`src/rtl/dual_slope_adc_ctrl.sv`:
```
`default_nettype none
// +------------------------------------------------------------------------+
// | Module      : dual_slope_adc_ctrl                                      |
// | Description : Dual-slope ADC conversion controller. Sequences the      |
// |               analog front end through integrator reset, fixed-time    |
// |               integrate of Vin and timed deintegrate against Vref,     |
// |               then latches the count and raises a sticky interrupt.    |
// | Options     : DUAL_SLOPE_COMP_SYNC_EN - 2-flop comparator synchronizer |
// |               (result then carries the raw +2 cycle latency)           |
// | Revision    : 1.0 - initial release                                    |
// +------------------------------------------------------------------------+
module dual_slope_adc_ctrl #(
  parameter int CNT_W      = 12,
  parameter int INT_CYCLES = 2048,
  parameter int RST_CYCLES = 16
) (
  input  logic             clk_i,
  input  logic             rst_n_i,
  input  logic             comp_i,
  input  logic             analog_ready_i,
  input  logic             trigger_i,
  input  logic             interrupt_clear_i,
  input  logic             deintegrate_i,
  output logic             reset_int_o,
  output logic             integrate_o,
  output logic             deintegrate_o,
  output logic             busy_o,
  output logic [CNT_W-1:0] result_o,
  output logic             result_valid_o,
  output logic             overflow_o,
  output logic             interrupt_o
);

  // Terminal counts: each phase ends on the cycle whose count equals these.
  localparam logic [CNT_W-1:0] RST_LAST = CNT_W'(RST_CYCLES - 1);
  localparam logic [CNT_W-1:0] INT_LAST = CNT_W'(INT_CYCLES - 1);
  localparam logic [CNT_W-1:0] FULL     = {CNT_W{1'b1}};

  typedef enum logic [2:0] {
    S_IDLE      = 3'd0,
    S_WAIT_RDY  = 3'd1,
    S_ZERO      = 3'd2,
    S_INTEGRATE = 3'd3,
    S_DEINT     = 3'd4,
    S_DONE      = 3'd5
  } state_t;

  state_t           state, state_nxt;
  logic [CNT_W-1:0] cnt, cnt_nxt;
  logic [CNT_W-1:0] result_nxt;
  logic             overflow_nxt;
  logic             irq_nxt;
  logic             comp_s;

`ifdef DUAL_SLOPE_COMP_SYNC_EN
  logic [1:0] comp_sync;

  // Two-stage synchronizer; idles high so a reset never looks like a trip.
  always_ff @(posedge clk_i or negedge rst_n_i) begin
    if (!rst_n_i) comp_sync <= 2'b11;
    else          comp_sync <= {comp_sync[0], comp_i};
  end

  assign comp_s = comp_sync[1];
`else
  assign comp_s = comp_i;
`endif

  // Next-state, counter and result logic; abort on loss of analog ready wins.
  always_comb begin
    state_nxt    = state;
    cnt_nxt      = cnt;
    result_nxt   = result_o;
    overflow_nxt = overflow_o;
    irq_nxt      = interrupt_o;
    case (state)
      S_IDLE: begin
        if (trigger_i) state_nxt = S_WAIT_RDY;
      end
      S_WAIT_RDY: begin
        if (analog_ready_i) begin
          state_nxt = S_ZERO;
          cnt_nxt   = '0;
        end
      end
      S_ZERO: begin
        if (!analog_ready_i) begin
          state_nxt = S_IDLE;
          cnt_nxt   = '0;
        end else if (cnt == RST_LAST) begin
          state_nxt = S_INTEGRATE;
          cnt_nxt   = '0;
        end else begin
          cnt_nxt = cnt + CNT_W'(1);
        end
      end
      S_INTEGRATE: begin
        if (!analog_ready_i) begin
          state_nxt = S_IDLE;
          cnt_nxt   = '0;
        end else if (deintegrate_i || (cnt == INT_LAST)) begin
          state_nxt = S_DEINT;
          cnt_nxt   = '0;
        end else begin
          cnt_nxt = cnt + CNT_W'(1);
        end
      end
      S_DEINT: begin
        if (!analog_ready_i) begin
          state_nxt = S_IDLE;
          cnt_nxt   = '0;
        end else if (!comp_s) begin
          state_nxt    = S_DONE;
          result_nxt   = cnt;
          overflow_nxt = 1'b0;
          irq_nxt      = 1'b1;
        end else if (cnt == FULL) begin
          state_nxt    = S_DONE;
          result_nxt   = FULL;
          overflow_nxt = 1'b1;
          irq_nxt      = 1'b1;
        end else begin
          cnt_nxt = cnt + CNT_W'(1);
        end
      end
      S_DONE: begin
        if (interrupt_clear_i) begin
          state_nxt = S_IDLE;
          irq_nxt   = 1'b0;
        end
      end
      default: begin
        state_nxt = S_IDLE;
        cnt_nxt   = '0;
      end
    endcase
  end

  // State, counter and registered outputs; controls decoded from next state.
  always_ff @(posedge clk_i or negedge rst_n_i) begin
    if (!rst_n_i) begin
      state          <= S_IDLE;
      cnt            <= '0;
      reset_int_o    <= 1'b0;
      integrate_o    <= 1'b0;
      deintegrate_o  <= 1'b0;
      busy_o         <= 1'b0;
      result_o       <= '0;
      result_valid_o <= 1'b0;
      overflow_o     <= 1'b0;
      interrupt_o    <= 1'b0;
    end else begin
      state          <= state_nxt;
      cnt            <= cnt_nxt;
      reset_int_o    <= (state_nxt == S_ZERO);
      integrate_o    <= (state_nxt == S_INTEGRATE);
      deintegrate_o  <= (state_nxt == S_DEINT);
      busy_o         <= (state_nxt != S_IDLE) && (state_nxt != S_DONE);
      result_o       <= result_nxt;
      result_valid_o <= (state_nxt == S_DONE) && (state != S_DONE);
      overflow_o     <= overflow_nxt;
      interrupt_o    <= irq_nxt;
    end
  end

endmodule
`default_nettype wire

```
`config.mk`:
```
export PLATFORM = sky130hd
export DESIGN_NAME = dual_slope_adc_ctrl
export DESIGN_NICKNAME = d
export VERILOG_FILES = /design/src/rtl/dual_slope_adc_ctrl.sv
export SDC_FILE = /design/constraint.sdc
export NUM_CORES = 1
export LEC_CHECK = 0
export ABC_AREA = 1
export BUFFER_PORTS_ARGS = -buffer_cell sky130_fd_sc_hd__buf_2
export CORE_MARGIN = 2
export CORE_UTILIZATION = 60
export CTS_BUF_LIST = sky130_fd_sc_hd__clkbuf_4 sky130_fd_sc_hd__clkbuf_8 sky130_fd_sc_hd__clkbuf_16
export DETAILED_ROUTE_END_ITERATION = 8
export PLACE_DENSITY = 0.85
export SLEW_MARGIN = 15
export SYNTH_ARGS = -nofsm -noshare
export SYNTH_HDL_FRONTEND = slang
export SYNTH_SLANG_ARGS = --single-unit
export TNS_END_PERCENT = 50
```
`constraint.sdc`:
```
create_clock -name clk_i -period 4 [get_ports clk_i]
set_input_delay 0 -clock clk_i [delete_from_list [all_inputs] [get_ports clk_i]]
set_output_delay 0 -clock clk_i [all_outputs]
set_load 0.005 [all_outputs]
```
### Yosys cells after proc, flatten, opt, wreduce, memory -nomap -nowiden

Cells that the tools add are included.

| word-level totals | value |
|---|---|
| register bits after elaboration | 34 |
| output and inout bits | 19 |

| cells by class | value |
|---|---|
| eq/ne operators | 21 |
| reduce and logical (&&, ||, !) cells | 10 |
| bitwise logic cells | 1 |
| muxes and demuxes | 28 |
| add/subtract/negate cells | 1 |

Operator list:

| cell | count |
|---|---|
| 12-bit two-way mux | 10 |
| 12-bit one-hot mux with 5 select lines | 1 |
| 3-bit two-way mux | 10 |
| 3-bit one-hot mux with 6 select lines | 1 |
| 3-bit inequality test (second input constant) | 5 |
| 12-bit by 1-bit adder with 12-bit output (second input constant) | 1 |
| 12-bit by 11-bit == test with 1-bit output (second input constant) | 1 |
| 12-bit == test (second input constant) | 1 |
| 12-bit by 4-bit == test with 1-bit output (second input constant) | 1 |
| 3-bit by 2-bit == test with 1-bit output (second input constant) | 4 |
| 3-bit == test (second input constant) | 4 |
| 4-bit AND reduction | 2 |
| 2-bit inequality test (second input constant) | 3 |
| 1-bit two-way mux | 5 |
| 3-bit by 1-bit == test with 1-bit output (second input constant) | 1 |
| 3-bit logical NOT | 1 |
| 3-bit AND reduction | 1 |
| 3-bit nonzero test | 1 |
| 1-bit logical AND | 2 |
| 2-bit by 1-bit inequality test with 1-bit output (second input constant) | 1 |
| 1-bit one-hot mux with 2 select lines | 1 |
| 2-bit nonzero test | 1 |
| 2-bit OR reduction | 1 |
| 1-bit logical OR | 1 |
| 1-bit inverter | 1 |

### Depth between registers and ports, before layout

Gate-level depths: netlist (run 1).

| logic depth | value |
|---|---|
| depth after elaboration | 7 |
| mapped depth | 10 |
| gate-level depth less buffers | 10 |

### Worst setup path after synthesis (run 1)

Ideal clock, no wire load.

| timing path | value |
|---|---|
| path type | reg2reg |
| from | reg cnt[0] |
| to | reg cnt[9] |
| path slack | 2.467 ns |
| buffers on the path | 0 |
| stages on the path, launching flop included | 9 |
| required time | 3.873 ns |
| arrival time | 1.406 ns |
| library setup time | 0.127 ns |
| cells stage by stage | dfrtp_1 -> ha_1 -> nand3_1 -> inv_2 -> nand3_1 -> nand3_2 -> nand3_2 -> a21oi_1 -> a21oi_1 |

| on the way | value |
|---|---|
| longest elaborated chain between the ends | 5 |
| elaborated cells between the ends (all ways) | 15 |
| classes of those cells | add/sub: 1; eq/ne: 4; mux: 8; reduce/logical: 2 |

RTL lines:

| element | RTL line | source |
|---|---|---|
| start: declaration | 49 | `logic [CNT_W-1:0] cnt, cnt_nxt;` |
| start signal: assignment | 154 | `cnt <= cnt_nxt;` |
| 12-bit by 1-bit adder with 12-bit output / 12-bit by 11-bit == test with 1-bit output (equally long branches) | - |  |
| 12-bit two-way mux / 1-bit logical OR (equally long branches) | 117, 101 |  |
| 12-bit two-way mux, on equally long branches | 112, 101 |  |
| 12-bit two-way mux, on equally long branches | 109, 98 |  |
| 12-bit one-hot mux with 5 select lines | 76 | `case (state)` |

Several ways; a longest one is shown, not always the timed one. The select of a mux whose other input is x is not followed.
A chain may end at the register's enable or synchronous reset.

### Worst setup path in the final report (run 1)

| timing path | value |
|---|---|
| from | reg cnt[1] |
| to | reg cnt[9] |

The elaborated chain is that of the path after synthesis.

==> results by group, run 1 <==
Global route
  • GRT Total Usage: 0.253
  • First-pass GRT wire length: 6360 µm
  • Initial antenna violation count: 0
  • GR Util met3: 0.0857
  • GR Layer Usage met2: 0.371
  • GRT met1 Usage: 0.346
  • Vias in the first global route: 1381
  • Top Usage Layer GRT: met2
  • Overflow after GRT: 0
  • Largest net degree at the start of global routing: 35

Run
  • Max-cap violations: 0

Worst setup path
  • FF-to-FF Start: cnt[1]
  • Max stage delay on crit path: 380 ps
  • Worst Setup SP: cnt[1]
  • WP data required: 4230 ps
  • Crit path kind: flip-flop to flip-flop
  • R2R Setup Slk: 2090 ps
  • Reg2reg end: cnt[9]
  • Critical path endpoint category: flip-flop
  • Worst-path maximum fanout: 7
  • Crit path DAT: 2140 ps
  • Cell Chain, Critical Path: ha_1, nand3_1, inv_2, nand3_1, nand3_2, nand3_2, a21oi_1, a21oi_1
  • Worst Reg2Reg Path Length in Cells: 8
  • CP Launch Type: flip-flop
  • Slowest-stage cell, CP: dfrtp_1

STA
  • Endpoints failing hold: 0
  • Maximum clock rate: 0.523 GHz
  • Slew @ Worst Pin: 735 ps
  • Post-layout min period: 1910 ps
  • # setup viols final: 0
  • Worst slew margin: 0.510
  • Clk_skew: 10.8 ps
  • Tcrit/Tclk final: 0.478
  • TNS Setup: 0 ps
  • Fin. max-slew vios: 0
  • RSZ-0062 raised after global routing: false

Layout
  • Layout Nets: 256
  • Finished Layout Cells: 280
  • Area of the multi-input gates: 777 µm²
  • Number of diodes: 0
  • Share of cells above drive strength 1: 0.229
  • Register Area: 851 µm²
  • Regs by FF count: cnt (12), result_o (12), state (3)
  • Fillcell total: 215
  • Layout Area Growth over Synthesis: 13.4%

Yosys
  • Count of different cell masters after synthesis: 30
  • Avg Inst Size Synth: 8.33 µm²
  • Yosys reg bits: 34
  • Post-Syn Nets: 223
  • Area of the mapped netlist: 1790 µm²
  • Warnings, synthesis: 0
  • Seq/Total Area, Yosys: 0.475
  • Mapped Cells: 215

Clocking
  • Root buf cell: clkbuf_4
  • Clk buf depth: 2
  • Clock-pin slew on the worst setup and hold paths: 100 ps
  • CTS tree: done
  • Post-CTS Setup Inserts: 0
  • H-tree levels: 2
  • Total CTS buffers: 5
  • Clk sink count: 34
  • Clock insertion delay at the later pin of the skew report: 340 ps

Outcome
  • Status: finished with violations
  • Failing checks: DRC

Min path
  • Hold Crit Endpoint: overflow_o
  • Hold path start: comp_i
  • Worst hold path depth: 3
  • Hold WC Path Type: input port to flip-flop

Floorplan
  • Die Wd: 58.6 µm
  • Die area: 3440 µm²
  • Core Area: 2810 µm²
  • Die H: 58.6 µm
  • Row Count: 19
  • # IOs: 26
  • Initial core utilization: 0.638

Power
  • Maximum vdd ir drop: 0.331 mV
  • Leak: 1.09 nW
  • Pwr Density: 549 nW/µm²

Detailed routing
  • Post-Route WL: 3820 µm
  • Drt drc: 4
  • Number of DRC markers in iteration 0: 112
  • Routed WL per cell: 13.6 µm
  • DR vias/cell: 5.56
  • Drt pass-1 iters: 6
  • Antenna viol nets, final: 0
  • Via count: 1556

Placed design
  • Global placer's final weighted congestion: 0.899
  • Post-Place Cells: 268
  • Hpwl dp: 2810 µm
  • IO Port Bufs: 25
worst max-delay path by stage:
stage	to	slack, ps	depth (start not counted)
3_5_place_dp	cnt[9]	2120	8
5_1_grt	cnt[9]	1940	8
3_3_place_gp	cnt[9]	2120	8
4_1_cts	cnt[9]	2110	8
6_report	cnt[9]	2090	8
2_1_floorplan	cnt[9]	2470	8
worst max-delay path: cells and delay by family (launching register included):
kind | cells | cell delay (ps)
AO/OA/AOI/OAI | 2 | 350
adder cells (fa/ha/maj) | 1 | 190
buffers and inverters | 1 | 150
flip-flops | 1 | 380
AND/OR/NAND/NOR | 4 | 720
metrics by stage:
stage	hold slack (ps)	total power [mW]	util	setup WS (ps)	area [µm²]
final	19.9	1.12	0.724	2090	2030
after global routing	21.8	1.19	0.724	1940	2030
after CTS	7.00	1.12	0.724	2110	2030
after detailed placement	103	0.911	0.687	2120	1930
after global placement	96.3	0.897	0.687	2120	1930
after floorplan	-296	0.779	-	2470	1790
power by group:
part / internal [mW] / switching, mW
clock network: 0.0918 / 0.113
registers: 0.434 / 0.0596
logic: 0.166 / 0.251
total: 0.692 / 0.423
layout by cell type (no fill, tap or decap), drive strengths merged:
master	instances
nand3	21
dfrtp	34
a21oi	20
ha	1
nand2	32
o31ai	1
nor3	4
o21ai	7
o22ai	1
dlygate4sd3	4
nor2	46
xor2	1
inv	34
clkbuf	7
and3	1
clkinv	1
nand4	8
buf	25
a21boi	1
synthesized netlist by cell type, drive strengths merged:
cell type | number | area, µm²
buf | 3 | 27.5
dfrtp | 34 | 851
a21oi | 20 | 104
a21boi | 1 | 7.51
o21ai | 7 | 35.0
nor2 | 46 | 219
and3 | 1 | 6.26
nand4 | 8 | 50.1
o22ai | 1 | 6.26
nor3 | 4 | 30.0
nand2 | 32 | 138
ha | 1 | 12.5
xor2 | 1 | 8.76
o31ai | 1 | 7.51
inv | 34 | 135
nand3 | 21 | 153
area by class of cell:
type,instances,area share
Clock buffer,7,0.0290
Clock inverter,1,0.00246
Inverter,34,0.0665
Multi-Input combinational cell,144,0.383
Sequential cell,34,0.419
Tap cell,31,0.0191
Timing Repair Buffer,29,0.0813
cell families after synthesis:
family                     synth area share
adders and majority gates           0.00699
DFF                                   0.475
xor gates and xnor gates            0.00489
buffers and inverters                0.0908
and+or+nand+nor                       0.333
AOI/OAI and AO/OA                    0.0895
repair_timing:
action                                 CTS  global route
endpoints found under the hold margin   37             0
hold buffers                             4             0
gates resized for setup                  0             0
metal layers:
layer | vias to the layer above | part of all wire | routed length (µm)
li1 | 759 | - | -
met1 | 726 | 0.45 | 1730
met2 | 67 | 0.44 | 1700
met3 | 4 | 0.086 | 329
met4 | 0 | 0.016 | 63
met5 | - | 0 | 0
Note: power is estimated with default switching activity, not from simulation.
==> run 2: changes to the inputs <==
--- a/config.mk
+++ b/config.mk
@@ -8,10 +8,10 @@
 export ABC_AREA = 1
 export BUFFER_PORTS_ARGS = -buffer_cell sky130_fd_sc_hd__buf_2
 export CORE_MARGIN = 2
-export CORE_UTILIZATION = 60
+export CORE_UTILIZATION = 56
 export CTS_BUF_LIST = sky130_fd_sc_hd__clkbuf_4 sky130_fd_sc_hd__clkbuf_8 sky130_fd_sc_hd__clkbuf_16
 export DETAILED_ROUTE_END_ITERATION = 8
-export PLACE_DENSITY = 0.85
+export PLACE_DENSITY = 0.8
 export SLEW_MARGIN = 15
 export SYNTH_ARGS = -nofsm -noshare
 export SYNTH_HDL_FRONTEND = slang
==> constraint.sdc (replaced) <==
create_clock -name clk_i -period 1.9 [get_ports clk_i]
set_input_delay 0 -clock clk_i [delete_from_list [all_inputs] [get_ports clk_i]]
set_output_delay 0 -clock clk_i [all_outputs]
set_load 0.005 [all_outputs]
==> results by group, run 2 (same netlist as run 1, synthesis figures left out) <==
Worst setup path
  • Reg2reg end: cnt[9]
  • Worst-path maximum fanout: 7 (unchanged)
  • Crit path kind: flip-flop to flip-flop
  • WP data required: 2130 ps (-2100 ps)
  • Crit path DAT: 1960 ps (-180 ps)
  • R2R Setup Slk: 180 ps (-1910 ps)
  • Cell family with most CP delay: simple AND/OR/NAND/NOR gates
  • FF-to-FF Start: cnt[0]
  • CP Launch Type: flip-flop
  • Critical path endpoint category: flip-flop
  • Buf+Inv Stages, Crit Path: 1 (unchanged)
  • Cell Chain, Critical Path: ha_1, nand3_2, inv_2, nand3_1, nand3_2, nand3_2, a21oi_1, a21oi_1
  • Worst Reg2Reg Path Length in Cells: 8 (unchanged)
  • Crit path depth: 8 (unchanged)
  • Slowest-stage cell, CP: dfrtp_1
  • Most used cell along the critical path: nand3_2
  • Max stage delay on crit path: 380 ps (about the same)

Detailed routing
  • Number of DRC markers in iteration 0: 119 (+6.3%)
  • Top routing layer used: met4
  • Post-Route WL: 3830 µm (+0.24%)
  • Routed WL per cell: 13.1 µm (-4.2%)
  • Via count: 1547 (-0.58%)
  • Drt pass-1 iters: 4 (-2)
  • WL met2: 1780 µm (+4.5%)
  • Met3 routed WL: 329 µm (unchanged)
  • Antenna viol nets, final: 0 (unchanged)
  • Met1 wire length: 1700 µm (-1.4%)
  • DR vias/cell: 5.28 (-5.0%)
  • Drt drc: 0 (-4)

STA
  • # setup viols final: 0 (unchanged)
  • Post-route worst setup slack: 176 ps (-1910 ps)
  • Tcrit/Tclk final: 0.907 (+0.429)
  • Clk_skew: 7.63 ps (-3.14 ps)
  • Endpoints failing hold: 0 (unchanged)
  • Worst slew margin: 0.518 (+0.00827)
  • Slew @ Worst Pin: 723 ps (-12.4 ps)
  • Maximum clock rate: 0.580 GHz (+11%)
  • TNS Setup: 0 ps (unchanged)
  • Fin. max-slew vios: 0 (unchanged)
  • Post-layout min period: 1720 ps (-189 ps)

Global route
  • GRT Total Usage: 0.240 (-0.0132)
  • Largest net degree at the start of global routing: 35 (unchanged)
  • Initial antenna violation count: 0 (unchanged)
  • Vias in the first global route: 1443 (+4.5%)
  • First-pass GRT wire length: 6330 µm (-0.42%)
  • Overflow after GRT: 0 (unchanged)

Floorplan
  • Core Area: 3050 µm² (+8.8%)
  • Die H: 60.5 µm (+3.3%)
  • Die area: 3670 µm² (+6.7%)
  • # IOs: 26 (unchanged)
  • Row Count: 20 (+1)
  • Die Wd: 60.5 µm (+3.3%)
  • Initial core utilization: 0.586 (-0.0518)

Min path
  • Hold Crit Endpoint: integrate_o
  • Hold WC Path Type: input port to flip-flop
  • Hold path start: deintegrate_i
  • Worst hold path depth: 4 (+1)

Power
  • Pwr Density: 1180 nW/µm² (+120%)
  • Leak: 1.09 nW (about the same)
  • Maximum vdd ir drop: 0.568 mV (+72%)

Layout
  • Fillcell total: 261 (+21%)
  • Number of diodes: 0 (unchanged)
  • Share of cells above drive strength 1: 0.237 (+0.00803)
  • Regs by FF count: cnt (12), result_o (12), state (3)
  • Post-Layout Inst Area: 2070 µm² (+1.8%)
  • Most frequent cells in the layout: nor2_1, dfrtp_1, nand2_1, inv_1, buf_2
  • Finished Layout Cells: 293 (+4.6%)
  • Layout Area Growth over Synthesis: 15.5%
  • Layout Nets: 256 (unchanged)
  • Commonest non-fill, non-tap cell in the layout: nor2_1
  • Fin util: 0.677 (-0.0464)

Clocking
  • CTS tree: done
  • Clk sink count: 34 (unchanged)
  • Root buf cell: clkbuf_4
  • Clk buf depth: 2 (unchanged)
  • Clock-pin slew on the worst setup and hold paths: 110 ps (about the same)
  • H-tree levels: 2 (unchanged)
  • Post-CTS Setup Inserts: 0 (unchanged)
  • Total CTS buffers: 5 (unchanged)
  • Clock insertion delay at the later pin of the skew report: 340 ps (about the same)

Placed design
  • DP Area: 1950 µm² (+1.2%)
  • Global placer's final weighted congestion: 0.961 (+6.8%)
  • Placement Setup Slack: 122 ps (-2000 ps)
  • Post-Place Cells: 282 (+5.2%)
  • IO Port Bufs: 25 (unchanged)
  • Hpwl dp: 2760 µm (-2.0%)

Outcome
  • Status: complete, no violations

Run
  • Max-cap violations: 0 (unchanged)
run 2: worst register-to-register path: cells and delay by family, from the launching register on:
| kind | cells | cell delay [ps] |
|---|---|---|
| flip-flops | 1 | 380 |
| buffers and inverters | 1 | 110 |
| AO/OA/AOI/OAI | 2 | 330 |
| adder cells (fa/ha/maj) | 1 | 210 |
| AND/OR/NAND/NOR | 4 | 590 |
run 2: worst max-delay path by stage:
stage / startpoint / endpoint
finish: cnt[0] / cnt[9]
global route: cnt[0] / cnt[7]
CTS: cnt[0] / cnt[9]
detailed placement: cnt[1] / cnt[9]
global placement: cnt[0] / cnt[6]
floorplan: cnt[0] / cnt[9]
run 2: final cells by class:
type,count,area [µm²],area share
Inverter,34,135,0.0653
Tap cell,44,55.1,0.0266
Clock inverter,3,45.0,0.0218
Sequential cell,34,851,0.411
Multi-Input combinational cell,144,782,0.378
Timing Repair Buffer,29,163,0.0786
Clock buffer,5,37.5,0.0181
run 2: where the power goes:
group / leakage (nW) / total [mW] / internal [mW] / switching [mW]
combinational: 0.597 / 0.883 / 0.349 / 0.534
sequential: 0.457 / 1.03 / 0.913 / 0.118
clock: 0.0374 / 0.532 / 0.276 / 0.257
total: 1.09 / 2.45 / 1.54 / 0.908
run 2: layer usage:
metal	track usage	vias up
li1	-	763
met1	0.341	717
met2	0.356	63
met3	0.0490	4
met4	0.109	0
met5	0	-
run 2: metrics by stage:
stage	total power [mW]	hold WS, ps
final	2.45	18.9
after global routing	2.63	43.4
after CTS	2.45	23.8
after detailed placement	1.91	99.0
after global placement	1.89	105
after floorplan	1.64	-296
run 2: repair_timing:
item                                    in CTS  in global routing
hold buffers                                 3                  0
endpoints found under the setup margin       0                  4
gates resized for setup                      0                  1
hold endpoints to repair                    36                  0
